--- src/rtl/counter_ext_pkg.sv ---
// Shared types and helpers for the extended up/down counter family.
package counter_ext_pkg;

    typedef enum logic [1:0] {
        WRAP    = 2'd0,
        SAT     = 2'd1,
        ONESHOT = 2'd2,
        BOUNCE  = 2'd3
    } mode_e;

    localparam logic [1:0] MODE_WRAP    = 2'd0;
    localparam logic [1:0] MODE_SAT     = 2'd1;
    localparam logic [1:0] MODE_ONESHOT = 2'd2;
    localparam logic [1:0] MODE_BOUNCE  = 2'd3;

    // Unsigned minimum; callers zero-extend narrower operands to 32 bits.
    function automatic int unsigned umin(input int unsigned a, input int unsigned b);
        return (a < b) ? a : b;
    endfunction

    // True when a value lies beyond the inclusive bound.
    function automatic logic above_bound(input int unsigned val, input int unsigned bound);
        return (val > bound);
    endfunction

endpackage

--- src/rtl/updown_step_calc.sv ---
// Combinational next-count calculator for one counting step in each terminal mode.
module updown_step_calc
    import counter_ext_pkg::*;
#(
    parameter int WIDTH = 8
) (
    input  logic [WIDTH-1:0] count,
    input  logic [WIDTH-1:0] s,
    input  logic [WIDTH-1:0] max_val,
    input  logic             dir,
    input  logic [1:0]       mode,
    output logic [WIDTH-1:0] next_count,
    output logic             evt,
    output logic             clip,
    output logic             flip
);

    logic [WIDTH:0]   cnt_ext_s;
    logic [WIDTH:0]   s_ext_s;
    logic [WIDTH:0]   max_ext_s;
    logic [WIDTH:0]   lim_s;
    logic [WIDTH:0]   sum_s;
    logic [WIDTH:0]   wrap_up_s;
    logic [WIDTH:0]   wrap_dn_s;
    logic [WIDTH-1:0] plain_s;
    logic [WIDTH-1:0] bound_s;
    logic             over_s;
    logic             hit_s;
    mode_e            mode_s;

    // Extended-width operands so the bound comparisons never lose a carry.
    always_comb begin
        mode_s    = mode_e'(mode);
        cnt_ext_s = {1'b0, count};
        s_ext_s   = {1'b0, s};
        max_ext_s = {1'b0, max_val};
        lim_s     = max_ext_s + (WIDTH + 1)'(1);
        sum_s     = cnt_ext_s + s_ext_s;
        wrap_up_s = sum_s - lim_s;
        wrap_dn_s = cnt_ext_s + lim_s - s_ext_s;
        if (dir) begin
            over_s  = (sum_s > max_ext_s);
            hit_s   = (sum_s == max_ext_s);
            plain_s = sum_s[WIDTH-1:0];
            bound_s = max_val;
        end else begin
            over_s  = (cnt_ext_s < s_ext_s);
            hit_s   = (cnt_ext_s == s_ext_s);
            plain_s = count - s;
            bound_s = {WIDTH{1'b0}};
        end
    end

    // Mode-specific terminal handling; clip marks steps that must raise ovf.
    always_comb begin
        next_count = count;
        evt        = 1'b0;
        clip       = 1'b0;
        flip       = 1'b0;
        case (mode_s)
            WRAP: begin
                if (over_s) begin
                    next_count = dir ? wrap_up_s[WIDTH-1:0] : wrap_dn_s[WIDTH-1:0];
                    evt        = 1'b1;
                    clip       = 1'b1;
                end else begin
                    next_count = plain_s;
                end
            end
            SAT: begin
                if (over_s) begin
                    next_count = bound_s;
                    evt        = 1'b1;
                    clip       = 1'b1;
                end else begin
                    next_count = plain_s;
                end
            end
            ONESHOT: begin
                if (over_s) begin
                    next_count = bound_s;
                    evt        = 1'b1;
                    clip       = 1'b1;
                end else if (hit_s) begin
                    next_count = bound_s;
                    evt        = 1'b1;
                end else begin
                    next_count = plain_s;
                end
            end
            BOUNCE: begin
                if (over_s || hit_s) begin
                    next_count = bound_s;
                    evt        = 1'b1;
                    flip       = 1'b1;
                end else begin
                    next_count = plain_s;
                end
            end
            default: begin
                next_count = count;
            end
        endcase
    end

endmodule

--- src/rtl/updown_counter_ext.sv ---
// Up/down counter with programmable bound and step, four terminal modes,
// terminal-count pulse, sticky overflow and direction readback.
module updown_counter_ext
    import counter_ext_pkg::*;
#(
    parameter int WIDTH  = 8,
    parameter int STEP_W = 4
) (
    input  logic              clk,
    input  logic              rst_n,
    input  logic              load_n,
    input  logic [WIDTH-1:0]  data_load,
    input  logic              ce,
    input  logic              up_down,
    input  logic [STEP_W-1:0] step,
    input  logic [WIDTH-1:0]  max_val,
    input  logic [1:0]        mode,
    input  logic              ovf_clr,
    output logic [WIDTH-1:0]  count_out,
    output logic              max_count,
    output logic              zero,
    output logic              tc,
    output logic              ovf,
    output logic              done,
    output logic              dir_out
);

    logic [WIDTH-1:0] count_r;
    logic             tc_r;
    logic             ovf_r;
    logic             done_r;
    logic             dir_r;

    logic [WIDTH-1:0] s_s;
    logic [WIDTH-1:0] load_val_s;
    logic             load_ovf_s;
    logic             oor_s;
    logic             advance_s;
    logic             dir_eff_s;
    logic             ovf_set_s;
    logic [WIDTH-1:0] next_s;
    logic             evt_s;
    logic             clip_s;
    logic             flip_s;

    // Effective step, load clamp and gating; s==0 covers both step==0 and max_val==0.
    always_comb begin
        s_s        = WIDTH'(umin(32'(step), 32'(max_val)));
        load_ovf_s = above_bound(32'(data_load), 32'(max_val));
        load_val_s = load_ovf_s ? max_val : data_load;
        oor_s      = above_bound(32'(count_r), 32'(max_val));
        advance_s  = ce && !done_r && (s_s != {WIDTH{1'b0}});
        dir_eff_s  = (mode == MODE_BOUNCE) ? dir_r : up_down;
    end

    updown_step_calc #(
        .WIDTH (WIDTH)
    ) u_step_calc (
        .count      (count_r),
        .s          (s_s),
        .max_val    (max_val),
        .dir        (dir_eff_s),
        .mode       (mode),
        .next_count (next_s),
        .evt        (evt_s),
        .clip       (clip_s),
        .flip       (flip_s)
    );

    // Overflow set sources; load outranks counting.
    always_comb begin
        ovf_set_s = 1'b0;
        if (!load_n) begin
            ovf_set_s = load_ovf_s;
        end else if (advance_s) begin
            ovf_set_s = oor_s || clip_s;
        end else begin
            ovf_set_s = 1'b0;
        end
    end

    // Counter state: reset > load > count enable.
    always_ff @(posedge clk or negedge rst_n) begin
        if (!rst_n) begin
            count_r <= {WIDTH{1'b0}};
            tc_r    <= 1'b0;
            ovf_r   <= 1'b0;
            done_r  <= 1'b0;
            dir_r   <= 1'b1;
        end else begin
            // A set in the same cycle as ovf_clr keeps the flag high.
            ovf_r <= ovf_set_s || (ovf_r && !ovf_clr);
            if (!load_n) begin
                count_r <= load_val_s;
                tc_r    <= 1'b0;
                done_r  <= 1'b0;
                dir_r   <= up_down;
            end else begin
                if (advance_s && oor_s) begin
                    count_r <= max_val;
                    tc_r    <= 1'b1;
                end else if (advance_s) begin
                    count_r <= next_s;
                    tc_r    <= evt_s;
                    if (mode == MODE_ONESHOT && evt_s) begin
                        done_r <= 1'b1;
                    end else begin
                        done_r <= done_r;
                    end
                end else begin
                    tc_r <= 1'b0;
                end
                if (mode != MODE_BOUNCE) begin
                    dir_r <= up_down;
                end else if (advance_s && !oor_s && flip_s) begin
                    dir_r <= !dir_r;
                end else begin
                    dir_r <= dir_r;
                end
            end
        end
    end

    assign count_out = count_r;
    assign tc        = tc_r;
    assign ovf       = ovf_r;
    assign done      = done_r;
    assign dir_out   = dir_r;
    assign max_count = (count_r == max_val);
    assign zero      = (count_r == {WIDTH{1'b0}});

endmodule
--- config.mk ---
export PLATFORM = sky130hd
export DESIGN_NAME = updown_counter_ext
export DESIGN_NICKNAME = d
export VERILOG_FILES = /design/src/rtl/counter_ext_pkg.sv /design/src/rtl/updown_step_calc.sv /design/src/rtl/updown_counter_ext.sv
export SDC_FILE = /design/constraint.sdc
export NUM_CORES = 1
export LEC_CHECK = 0
export ABC_AREA = 1
export CAP_MARGIN = 20
export CORE_MARGIN = 1.5
export CORE_UTILIZATION = 55
export CTS_CLUSTER_SIZE = 30
export DETAILED_ROUTE_END_ITERATION = 7
export DONT_BUFFER_PORTS = 1
export PLACE_DENSITY_LB_ADDON = 0.1
export SETUP_SLACK_MARGIN = 0.02
export SLEW_MARGIN = 20
export SYNTH_ARGS = -nofsm -noshare
export SYNTH_HDL_FRONTEND = slang
export SYNTH_HIERARCHICAL = 1
export SYNTH_SLANG_ARGS = --single-unit
--- constraint.sdc ---
create_clock -name clk -period 5.74 [get_ports clk]
set_input_delay 1.722 -clock clk [delete_from_list [all_inputs] [get_ports clk]]
set_output_delay 1.722 -clock clk [all_outputs]
set_load 0.02 [all_outputs]
# Word-level counts from Yosys, hierarchy flattened
# Index checks and enable logic that the tools add are counted.
[word_totals]
ff_bits = 12
inputBits = 28
out_inout_bits = 14
wordCells = 84
[classes]
n_addsub = 6
order_cmp = 5
n_eq_ne = 12
muxes = 36
n_reduce_logical = 20
[op_table]
columns = ["cell", "count"]
rows = [
  ["8-bit 2-to-1 mux", 13],
  ["8-bit one-hot mux with 4 select lines", 1],
  ["8-bit subtractor", 3],
  ["1-bit 2-to-1 mux", 21],
  ["8-bit == test", 2],
  ["8-bit > comparator", 2],
  ["8-bit by 8-bit adder with 9-bit output", 1],
  ["9-bit by 8-bit == test with 1-bit output", 1],
  ["9-bit by 8-bit > comparator with 1-bit output", 1],
  ["8-bit by 1-bit adder with 8-bit output (second input constant)", 1],
  ["8-bit adder", 1],
  ["8-bit logical NOT", 1],
  ["4-bit by 8-bit less-than comparator with 1-bit output", 1],
  ["8-bit less-than comparator", 1],
  ["8-bit nonzero test", 1],
  ["1-bit logical AND", 7],
  ["3-bit by 1-bit inequality test with 1-bit output (second input constant)", 2],
  ["2-bit == test (second input constant)", 2],
  ["1-bit logical NOT", 4],
  ["2-bit by 1-bit inequality test with 1-bit output (second input constant)", 2],
  ["2-bit inequality test (second input constant)", 2],
  ["1-bit logical OR", 3],
  ["1-bit one-hot mux with 3 select lines", 1],
  ["3-bit AND reduction", 1],
  ["other kinds (4)", 4],
]

# Logic depth before layout (Yosys ltp)
# Gate-level depths: netlist of run 1.
[logic_depth]
ltp_word = 13
mapped_depth = 39
mapped_depth_nobuf = 38

# Modules after synthesis
# The synthesis of run 1 kept the hierarchy.
[by_module_without_submodules]
columns = ["module", "n_inst", "cells_per_inst", "area_each_um2", "seq_area_each_um2"]
rows = [
  ["updown_step_calc", 1, 451, 2573.7, 0.0],
  ["updown_counter_ext", 1, 214, 1440.1, 301.5],
]

# Least setup slack after synthesis of run 1
# OpenSTA, ideal clock, no wires.
[synth_path]
path_type = "input-to-reg"
from = "input max_val[3]"
to = "register count_r[6] (netlist: count_out[6])"
setup_time_ns = 0.120
arrival_time_ns = 5.043
required_time_ns = 5.620
slack_ns = 0.578
stages = 30
n_path_buf = 0
cell_sequence = "inv_1 -> ha_1 -> a21oi_1 -> nand2_4 -> nand3_1 -> nand2_1 -> ha_1 -> fa_1 -> nand3_1 -> nand2_1 -> xor2_1 -> inv_1 -> ha_1 -> nand2_1 -> nor2_1 -> nand3_1 -> nor2_2 -> nand2_1 -> nand2_2 -> inv_2 -> nand2_4 -> nand2_4 -> inv_1 -> nand3_1 -> nand2_1 -> nor2_1 -> nor2_1 -> nand2_1 -> nand3_1 -> nor2_1"
[synth_via]
elab_chain_len = 11
elab_cells_between_ends = 33
cone_classes = "6 x add/sub; 5 x order compare; 3 x eq/ne; 15 x mux; 4 x reduce/logical"
[synth_lines]
columns = ["element", "line", "text"]
rows = [
  ["from (decl)", "updown_counter_ext.sv:16", "input logic [WIDTH-1:0] max_val,"],
  ["4-bit by 8-bit less-than comparator with 1-bit output *", "counter_ext_pkg.sv:18", "return (a < b) ? a : b;"],
  ["8-bit 2-to-1 mux *", "counter_ext_pkg.sv:18", ""],
  ["named net s_s[0]", "updown_counter_ext.sv:34", "logic [WIDTH-1:0] s_s;"],
  ["8-bit by 8-bit adder with 9-bit output", "updown_step_calc.sv:38", "sum_s = cnt_ext_s + s_ext_s;"],
  ["9-bit by 8-bit > comparator with 1-bit output / 9-bit by 8-bit == test with 1-bit output (equally long branches)", "updown_step_calc.sv:42, updown_step_calc.sv:43", ""],
  ["1-bit 2-to-1 mux", "updown_step_calc.sv:41", "if (dir) begin"],
  ["1-bit logical OR / 8-bit 2-to-1 mux (equally long branches)", "updown_step_calc.sv:92, updown_step_calc.sv:84", ""],
  ["8-bit 2-to-1 mux, on equally long branches", "updown_step_calc.sv:92, updown_step_calc.sv:80", ""],
  ["8-bit one-hot mux with 4 select lines *", "updown_step_calc.sv:60", "case (mode_s)"],
  ["named net next_s[6]", "updown_counter_ext.sv:41", "logic [WIDTH-1:0] next_s;"],
  ["8-bit 2-to-1 mux *", "updown_counter_ext.sv:102", "end else if (advance_s) begin"],
  ["8-bit 2-to-1 mux *", "updown_counter_ext.sv:99", "if (advance_s && oor_s) begin"],
  ["8-bit 2-to-1 mux *", "updown_counter_ext.sv:93", "if (!load_n) begin"],
  ["to (signal assigned)", "updown_counter_ext.sv:94", "count_r <= load_val_s;"],
  ["to (signal assigned)", "updown_counter_ext.sv:100", "count_r <= max_val;"],
  ["to (signal assigned)", "updown_counter_ext.sv:103", "count_r <= next_s;"],
  ["to (decl)", "updown_counter_ext.sv:28", "logic [WIDTH-1:0] count_r;"],
]
# Mark *: on every way through the listed nets, which the timed path passes. The rest lies on a longest branch. The select of a mux whose other input is x is not followed.
# A chain may end at the register's enable or synchronous reset.

# Worst setup path in the final report of run 1
[layout_path]
from = "input max_val[3]"
to = "register count_r[7] (netlist: count_out[7])"
# The elaborated chain is that of the path after synthesis.

==> results of run 1 <==
## placed cells by master (no fill, tap or decap), drive strengths merged, types with 3 or more instances in the layout
cell / Yosys / routed
dfrtp: 11 / 11
clkinv: 3 / 3
a21oi: 41 / 41
conb: 1 / 8
nand2: 185 / 185
nand3b: 8 / 8
nor3: 5 / 5
xor2: 11 / 11
nand3: 100 / 100
inv: 115 / 115
clkbuf: 6 / 4
nand4: 18 / 18
ha: 59 / 59
fa: 10 / 10
buf: 7 / 6
nor2: 47 / 47
o21ai: 20 / 20
## path summary, 6_finish.rpt
path                                 to  slack [ns]  cells after the start
max                        count_out[7]        0.41                     27
min                             dir_out        0.57                      2
max reg2reg                count_out[3]        1.77                     25
min reg2reg                     dir_out        0.57                      2
max in group asynchronous       dir_out        4.40                      0
min in group asynchronous          done        1.17                      0
## synth_stat cells, drive strengths merged, types with 6 or more instances
library cell,count,area [um2]
nand2,185,768.2
inv,115,431.7
nand3,100,523.0
ha,59,738.2
nor2,47,215.2
a21oi,41,216.5
o21ai,20,100.1
nand4,18,118.9
dfrtp,11,275.3
xor2,11,96.34
fa,10,200.2
nand3b,8,60.06
buf,7,55.05
clkbuf,6,22.52
## metal layers
metal  global-route usage  part of all wire
met1               0.4422              0.42
met2               0.5690              0.46
met3              0.03265             0.077
met4               0.1278             0.037
met5                    0                 0
## state kept, by name, summed over array words and instances (netlist names)
register,cells
count_out,8
dir_out,1
done,1
ovf,1
tc,1
## cells by family after synthesis
family	after synthesis	synth area share
AOI/OAI and AO/OA	73	0.1001
xor gates and xnor gates	13	0.02837
adders and majority gates	69	0.2338
buffers and inverters	131	0.1300
DFF	12	0.07512
muxes	1	0.002494
other	1	0.0009343
and+or+nand+nor	365	0.4292
## critical path, cell delays in order
cell,delay (ns)
inv_1,0.05
ha_1,0.32
nand2_1,0.08
clkinv_1,0.07
nand2_2,0.09
nand2_4,0.07
nand2_4,0.08
nand2_1,0.06
nand2_1,0.12
inv_1,0.09
ha_1,0.32
buf_4,0.17
xnor2_1,0.42
ha_1,0.40
a21oi_1,0.24
nand2_1,0.13
a21oi_1,0.31
nand3b_1,0.16
nand3_1,0.08
nand2_1,0.09
nand2_1,0.05
inv_1,0.06
nor2_1,0.04
inv_1,0.06
nand3_1,0.08
nand2_1,0.07
nor2_1,0.04
## repair_timing
action / CTS / global route
resized for setup: 0 / 8
setup endpoints to repair: 0 / 10
setup buffers: 0 / 0
## layout make-up
class,instances,share of cell area
multi-input combinational,529,0.7698
tap,96,0.02851
timing repair buffer,6,0.01158
sequential,12,0.07158
inverter,118,0.1054
clock buffer,4,0.01307
## stage by stage
stage | utilization | hold WS, ns | area (um2)
2_1_floorplan | - | 0.5263 | 4040
4_1_cts | 0.6056 | 0.5669 | 4183
6_report | 0.6100 | 0.5669 | 4213
3_5_place_dp | 0.5976 | 0.5571 | 4128
3_3_place_gp | 0.5976 | 0.5501 | 4128
5_1_grt | 0.6100 | 0.5930 | 4213
## power groups by stage
stage	Clock [mW]	Combinational, mW	Sequential, mW
4_1_cts	0.0939	1.17	0.185
2_1_floorplan	0	0.918	0.159
3_5_place_dp	0	1.17	0.186
3_3_place_gp	0	1.14	0.186
6_report	0.0951	1.21	0.186
5_1_grt	0.0987	1.37	0.188
==> run metrics, run 1 <==
relative slew slack 0.5678; clock sinks 12; vias post-DR 4296; RSZ-0062 raised after global routing no; Starting Density 0.5812; global-route wire length before repair 20.03 mm; FMAX 0.1876 GHz; critical path type primary input to flip-flop; RR Startpoint count_out[4]; Netlist cell types 43; Yosys Warn Count 6; Worst setup SP type primary input; vias per inst 5.616; row count 30; H-tree Lvls 1; Worst Hold Class flip-flop to flip-flop; maximum VDD drop 0.2120 mV; Post-Syn Area 4014 um2; gp weighted congestion 0.9236; switching share of total power 0.5988; power share of the combinational group 0.812; Worst Setup SP max_val[3]; # IOs 42; Die Ht 88.43 um; Root Buffer clkbuf_8; core area 6907 um2; Mapped Avg Cell Area 6.036 um2; largest net degree at the start of global routing 24; Routed Antenna Nets 0; Arrival @ worst endpoint 5.46 ns; n_diodes 0; WL final 12.65 mm; Detailed Place HPWL 10.19 mm; endpoints failing setup 0; Sw Pwr 0.8932 mW; port bufs 0; Period Utilization, post-route 0.9289; clk_skew 0.001300 ns; count of flip-flops with a built-in enable after synthesis 0; Reg area 301.5 um2; drt drc 0; clock power share 0.064; Hold Startpoint dir_out; # hold bufs at CTS 0; final slew viol count 0; Synth Flop Type dfrtp_1; CP Max Fanout 8; Pwr Density 354.1 nW/um2; Hold Fails Final Rpt 0; Tot Pwr 1.492 mW; Worst-Margin Slew 0.6483 ns; Int Pwr 0.5985 mW; die area 7819 um2; area of the multi-input gates 3243 um2; GRT Resource Usage Total 0.3359; register bit total from synthesis 12; drt first pass iters 5; total CTS buffers 3; status finished, final reports clean; 1st-iter DRT viols 329; Mapped Cells 665; WL/cell 16.54 um; CTS tree built; Max-cap violations 0; placed cells 761; asr flop ratio synth 1.000; Critical Path RT 5.87 ns; Clk Latency, worst-skew pair 0.24 ns; vias in the first global route 4008; clock tree buffer depth 2; initial antenna violation count 0; sequential power share 0.124; Cell Count, Final, Fillers Out 765; Crit. End Element flip-flop; grt ovf 0; Sum Neg Setup Slack 0 ns; area delta synth->final 4.956%; minimum clock period 5.332 ns; Leak Pwr 2.388 nW; Final nets 767; Final WS setup 0.4084 ns; clock transition at the registers of the reported paths 0.06 ns; dpl ws 0.03782 ns; Seq/Total Area, Yosys 0.07512; # fillers 729; layout cells sized above 1 0.08371; Die X 88.43 um
Power figures use the tool's default switching activity.
==> inputs of run 2 (changes only) <==
--- a/config.mk
+++ b/config.mk
@@ -7,11 +7,13 @@
 export LEC_CHECK = 0
 export ABC_AREA = 1
 export CAP_MARGIN = 20
+export CORE_ASPECT_RATIO = 2
 export CORE_MARGIN = 1.5
 export CORE_UTILIZATION = 55
 export CTS_CLUSTER_SIZE = 30
 export DETAILED_ROUTE_END_ITERATION = 7
 export DONT_BUFFER_PORTS = 1
+export GPL_TIMING_DRIVEN = 1
 export PLACE_DENSITY_LB_ADDON = 0.1
 export SETUP_SLACK_MARGIN = 0.02
 export SLEW_MARGIN = 20
==> run 2 against run 1 <==
Effect of this change: the flow now finishes with violations (DRC); final cell count decreased by 0.78%; utilization fell by 0.30 points; register-to-register slack improved by 0.21 ns; sequential share of layout area down 0.055 points.
==> run metrics, run 2 (synthesized netlist as in run 1, its figures left out) <==
clock tree buffer depth 2; Period Utilization, post-route 0.9248; H-tree Lvls 1; minimum clock period 5.309 ns; most frequent cells in the layout nand2_1, inv_1, nand3_1, ha_1, nor2_1; vias in the first global route 4400; met1 Use GR 0.2990; # fillers 751; layout cells sized above 1 0.08072; n_diodes 0; drt drc 19; Die Ht 123.8 um; CTS tree built; status finished, violations left; clock transition at the registers of the reported paths 0.05 ns; WL/cell 17.36 um; maximum VDD drop 0.2333 mV; Root Buffer clkbuf_16; Clk Latency, worst-skew pair 0.25 ns; GRT Resource Usage Total 0.3381; core area 6994 um2; total CTS buffers 3; max incr delay on CP 0.41 ns; Routed Antenna Nets 0; clk_skew 0.003145 ns; port bufs 0; vias per inst 5.756; GRT busiest layer met2; failing checks DRC; Arrival @ worst endpoint 5.49 ns; critical path type primary input to flip-flop; Final nets 767; CP Buf/Inv Count 5; initial antenna violation count 0; relative slew slack 0.5224; clock sinks 12; FMAX 0.1884 GHz; Pwr Density 367.0 nW/um2; row count 43; final core occ 0.6070; worst reg-to-reg setup slack 1.98 ns; die area 7850 um2; Worst Hold Class flip-flop to flip-flop; area delta synth->final 5.767%; RSZ-0062 raised after global routing no; WL final 13.18 mm; met3 GRT Util 0.02439; leading cell type in the layout, fill and taps excluded nand2_1; Starting Density 0.5739; Worst setup SP type primary input; Worst-Margin Slew 0.7109 ns; drt first pass iters 8; Hold Fails Final Rpt 0; Crit. End Element flip-flop; global-route wire length before repair 20.62 mm; CP Max Fanout 11; max reg flops 8; # IOs 42; # hold bufs at CTS 0; vias post-DR 4369; endpoints failing setup 0; Sum Neg Setup Slack 0 ns; dpl ws 0.007927 ns; CP max stage cell fa_1; postcts setup bufs 0; Die X 63.41 um; Leak Pwr 2.405 nW; gp weighted congestion 0.9253; CP delay by family, top simple AND/OR/NAND/NOR gates; largest net degree at the start of global routing 24; grt met2 use 0.6875; 1st-iter DRT viols 279; final slew viol count 0; most frequent cell on the critical path nand2_1; Critical Path RT 5.92 ns; Max-cap violations 0; grt ovf 0; Detailed Place HPWL 11.06 mm; Final WS setup 0.4315 ns
## run 2: final cells by class
class | count | area (um2) | share of cell area
clock buffer | 4 | 88.84 | 0.02093
inverter | 118 | 444.2 | 0.1046
multi-input combinational | 529 | 3249 | 0.7654
sequential | 12 | 301.5 | 0.07103
tap | 90 | 112.6 | 0.02653
timing repair buffer | 6 | 48.80 | 0.01149
## run 2: final timing paths
path / start / to / depth (start not counted)
worst max register to register: count_out[4] / count_out[1] / 26
min in group asynchronous: rst_n / done / 0
max in group asynchronous: rst_n / dir_out / 0
worst max-delay path: max_val[3] / count_out[1] / 35
worst min-delay path: dir_out / dir_out / 2
worst min register to register: dir_out / dir_out / 2
## run 2: what timing repair did
item	CTS	global route
setup endpoints to repair	0	10
endpoints found under the hold margin	0	0
gates resized for setup	0	7
## run 2: per-stage QoR
stage          power [mW]  instance area [um2]  hold slack (ns)  cells
2_1_floorplan       1.077                 4040           0.5263    672
5_1_grt             1.706                 4245           0.5866    759
6_report            1.558                 4245           0.5555    759
3_3_place_gp        1.332                 4120           0.5511    755
3_5_place_dp        1.360                 4120           0.5512    755
4_1_cts             1.513                 4209           0.5596    759
## run 2: metal layers
metal,vias to the layer above,share of wire,wire length (um)
met5,-,0,0
met1,1982,0.32,4270
met4,0,0.072,949
met2,171,0.56,7352
li1,2155,-,-
met3,61,0.046,603
## run 2: worst register-to-register path, delay by kind of cell, from the launching register on
family / cells / cell delay [ns]
buffers and inverters: 4 / 0.41
AND/OR/NAND/NOR: 19 / 1.62
flip-flops: 1 / 0.54
AO/OA/AOI/OAI: 1 / 0.24
adder cells (fa/ha/maj): 2 / 0.86
## run 2: where the power goes
group          internal (mW)  total (mW)  leakage [nW]  switching, mW
registers              0.104       0.175         0.138         0.0717
logic                  0.438        1.23          2.22          0.797
clock network          0.106       0.148        0.0442         0.0426
==> inputs of run 3 (changes only) <==
--- a/config.mk
+++ b/config.mk
@@ -10,9 +10,11 @@
 export CORE_ASPECT_RATIO = 2
 export CORE_MARGIN = 1.5
 export CORE_UTILIZATION = 55
+export CTS_CLUSTER_DIAMETER = 80
 export CTS_CLUSTER_SIZE = 30
 export DETAILED_ROUTE_END_ITERATION = 7
 export DONT_BUFFER_PORTS = 1
+export GPL_ROUTABILITY_DRIVEN = 0
 export GPL_TIMING_DRIVEN = 1
 export PLACE_DENSITY_LB_ADDON = 0.1
 export SETUP_SLACK_MARGIN = 0.02
==> run 3 against run 2 <==
Effect of this change: the run now ends clean; critical endpoint unchanged; largest cell class unchanged; first-iteration DRC count is 22% lower; critical path depth is 2 lower; power fell by 1.1%; setup slack got worse by 0.10 ns; clock-buffer cell count did not move.
==> run metrics, run 3 (synthesized netlist as in run 1, its figures left out) <==
status finished, final reports clean; vias in the first global route 4354; Max-cap violations 0; global-route wire length before repair 19.93 mm; leading cell type in the layout, fill and taps excluded nand2_1; GRT Resource Usage Total 0.3323; Leak Pwr 2.400 nW; Starting Density 0.5739; relative slew slack 0.5348; drt drc 0; Die Ht 123.8 um; # IOs 42; Tot Pwr 1.541 mW; Clk Latency, worst-skew pair 0.25 ns; Detailed Place HPWL 10.86 mm; max incr delay on CP 0.40 ns; 1st-iter DRT viols 217; Worst-Margin Slew 0.6925 ns; FMAX 0.1848 GHz; max reg flops 8; WL final 12.98 mm; H-tree Lvls 1; area delta synth->final 5.206%; CP max stage cell fa_1; clock transition at the registers of the reported paths 0.05 ns; CTS tree built; die area 7850 um2; Routed Antenna Nets 0; CP Buf/Inv Count 6; Worst setup SP type primary input; Worst Hold Class flip-flop to flip-flop; WL/cell 17.10 um; critical path type primary input to flip-flop; clock sinks 12; most frequent cell on the critical path nand2_1; CP delay by family, top simple AND/OR/NAND/NOR gates; Die X 63.41 um; fin area 4223 um2; clock tree buffer depth 2; grt ovf 0; largest net degree at the start of global routing 24; maximum VDD drop 0.2002 mV; RSZ-0062 raised after global routing no; most frequent cells in the layout nand2_1, inv_1, nand3_1, ha_1, nor2_1; placed cell area 4120 um2; vias post-DR 4367; core area 6994 um2; minimum clock period 5.410 ns; Root Buffer clkbuf_16; Crit. End Element flip-flop; vias per inst 5.754; final core occ 0.6038; final slew viol count 0; n_diodes 0; layout cells sized above 1 0.07773; Hold Fails Final Rpt 0; CP Max Fanout 12; initial antenna violation count 0; Final nets 767; row count 43; port bufs 0; total CTS buffers 3; Arrival @ worst endpoint 5.59 ns; endpoints failing setup 0; clk_skew 0.001872 ns; Period Utilization, post-route 0.9425; Pwr Density 364.8 nW/um2; Critical Path RT 5.92 ns; Sum Neg Setup Slack 0 ns; drt first pass iters 6; postcts setup bufs 0
[run 3: worst min-delay path: stages, from the launching register on]
cell and delay [ns]:
dfstp_2 0.41, nand3_1 0.09, nand2_1 0.05
[run 3: area by class of cell]
class	instances	area (um2)
Inverter	118	444.2
Multi-Input combinational cell	529	3231
Clock buffer	4	88.84
Sequential cell	12	301.5
Timing Repair Buffer	6	45.04
Fill cell	740	2771
Tap cell	90	112.6
[run 3: path summary, 6_finish.rpt]
path	slack, ns	end	cells after the start	start
min in group asynchronous	1.16	tc	0	rst_n
hold / removal	0.56	dir_out	2	dir_out
setup reg to reg	2.01	count_out[1]	26	count_out[4]
hold reg to reg	0.56	dir_out	2	dir_out
max in group asynchronous	4.41	dir_out	0	rst_n
setup / recovery	0.33	count_out[1]	33	max_val[3]
[run 3: routing by layer]
metal,GRT usage,share of wire
met5,0,0
met4,0.2880,0.082
met3,0.03523,0.047
met2,0.6684,0.55
met1,0.2751,0.32
[run 3: where the power goes]
group / total [mW] / switching, mW / internal [mW]
clock network: 0.148 / 0.0424 / 0.106
logic: 1.22 / 0.785 / 0.432
registers: 0.176 / 0.0725 / 0.104
total: 1.54 / 0.899 / 0.641
[run 3: stage by stage]
step / hold slack (ns) / std cells / setup slack, ns
final: 0.5566 / 759 / 0.3300
after global routing: 0.5832 / 759 / 0.03970
after CTS: 0.5614 / 759 / 0.2721
after detailed placement: 0.5522 / 755 / 0.02999
after global placement: 0.5529 / 755 / 0.1264
after floorplan: 0.5263 / 672 / 0.5778
[run 3: timing repair]
item,in CTS,in global routing
hold buffers,0,0
setup endpoints to repair,0,9
resized for setup,0,3
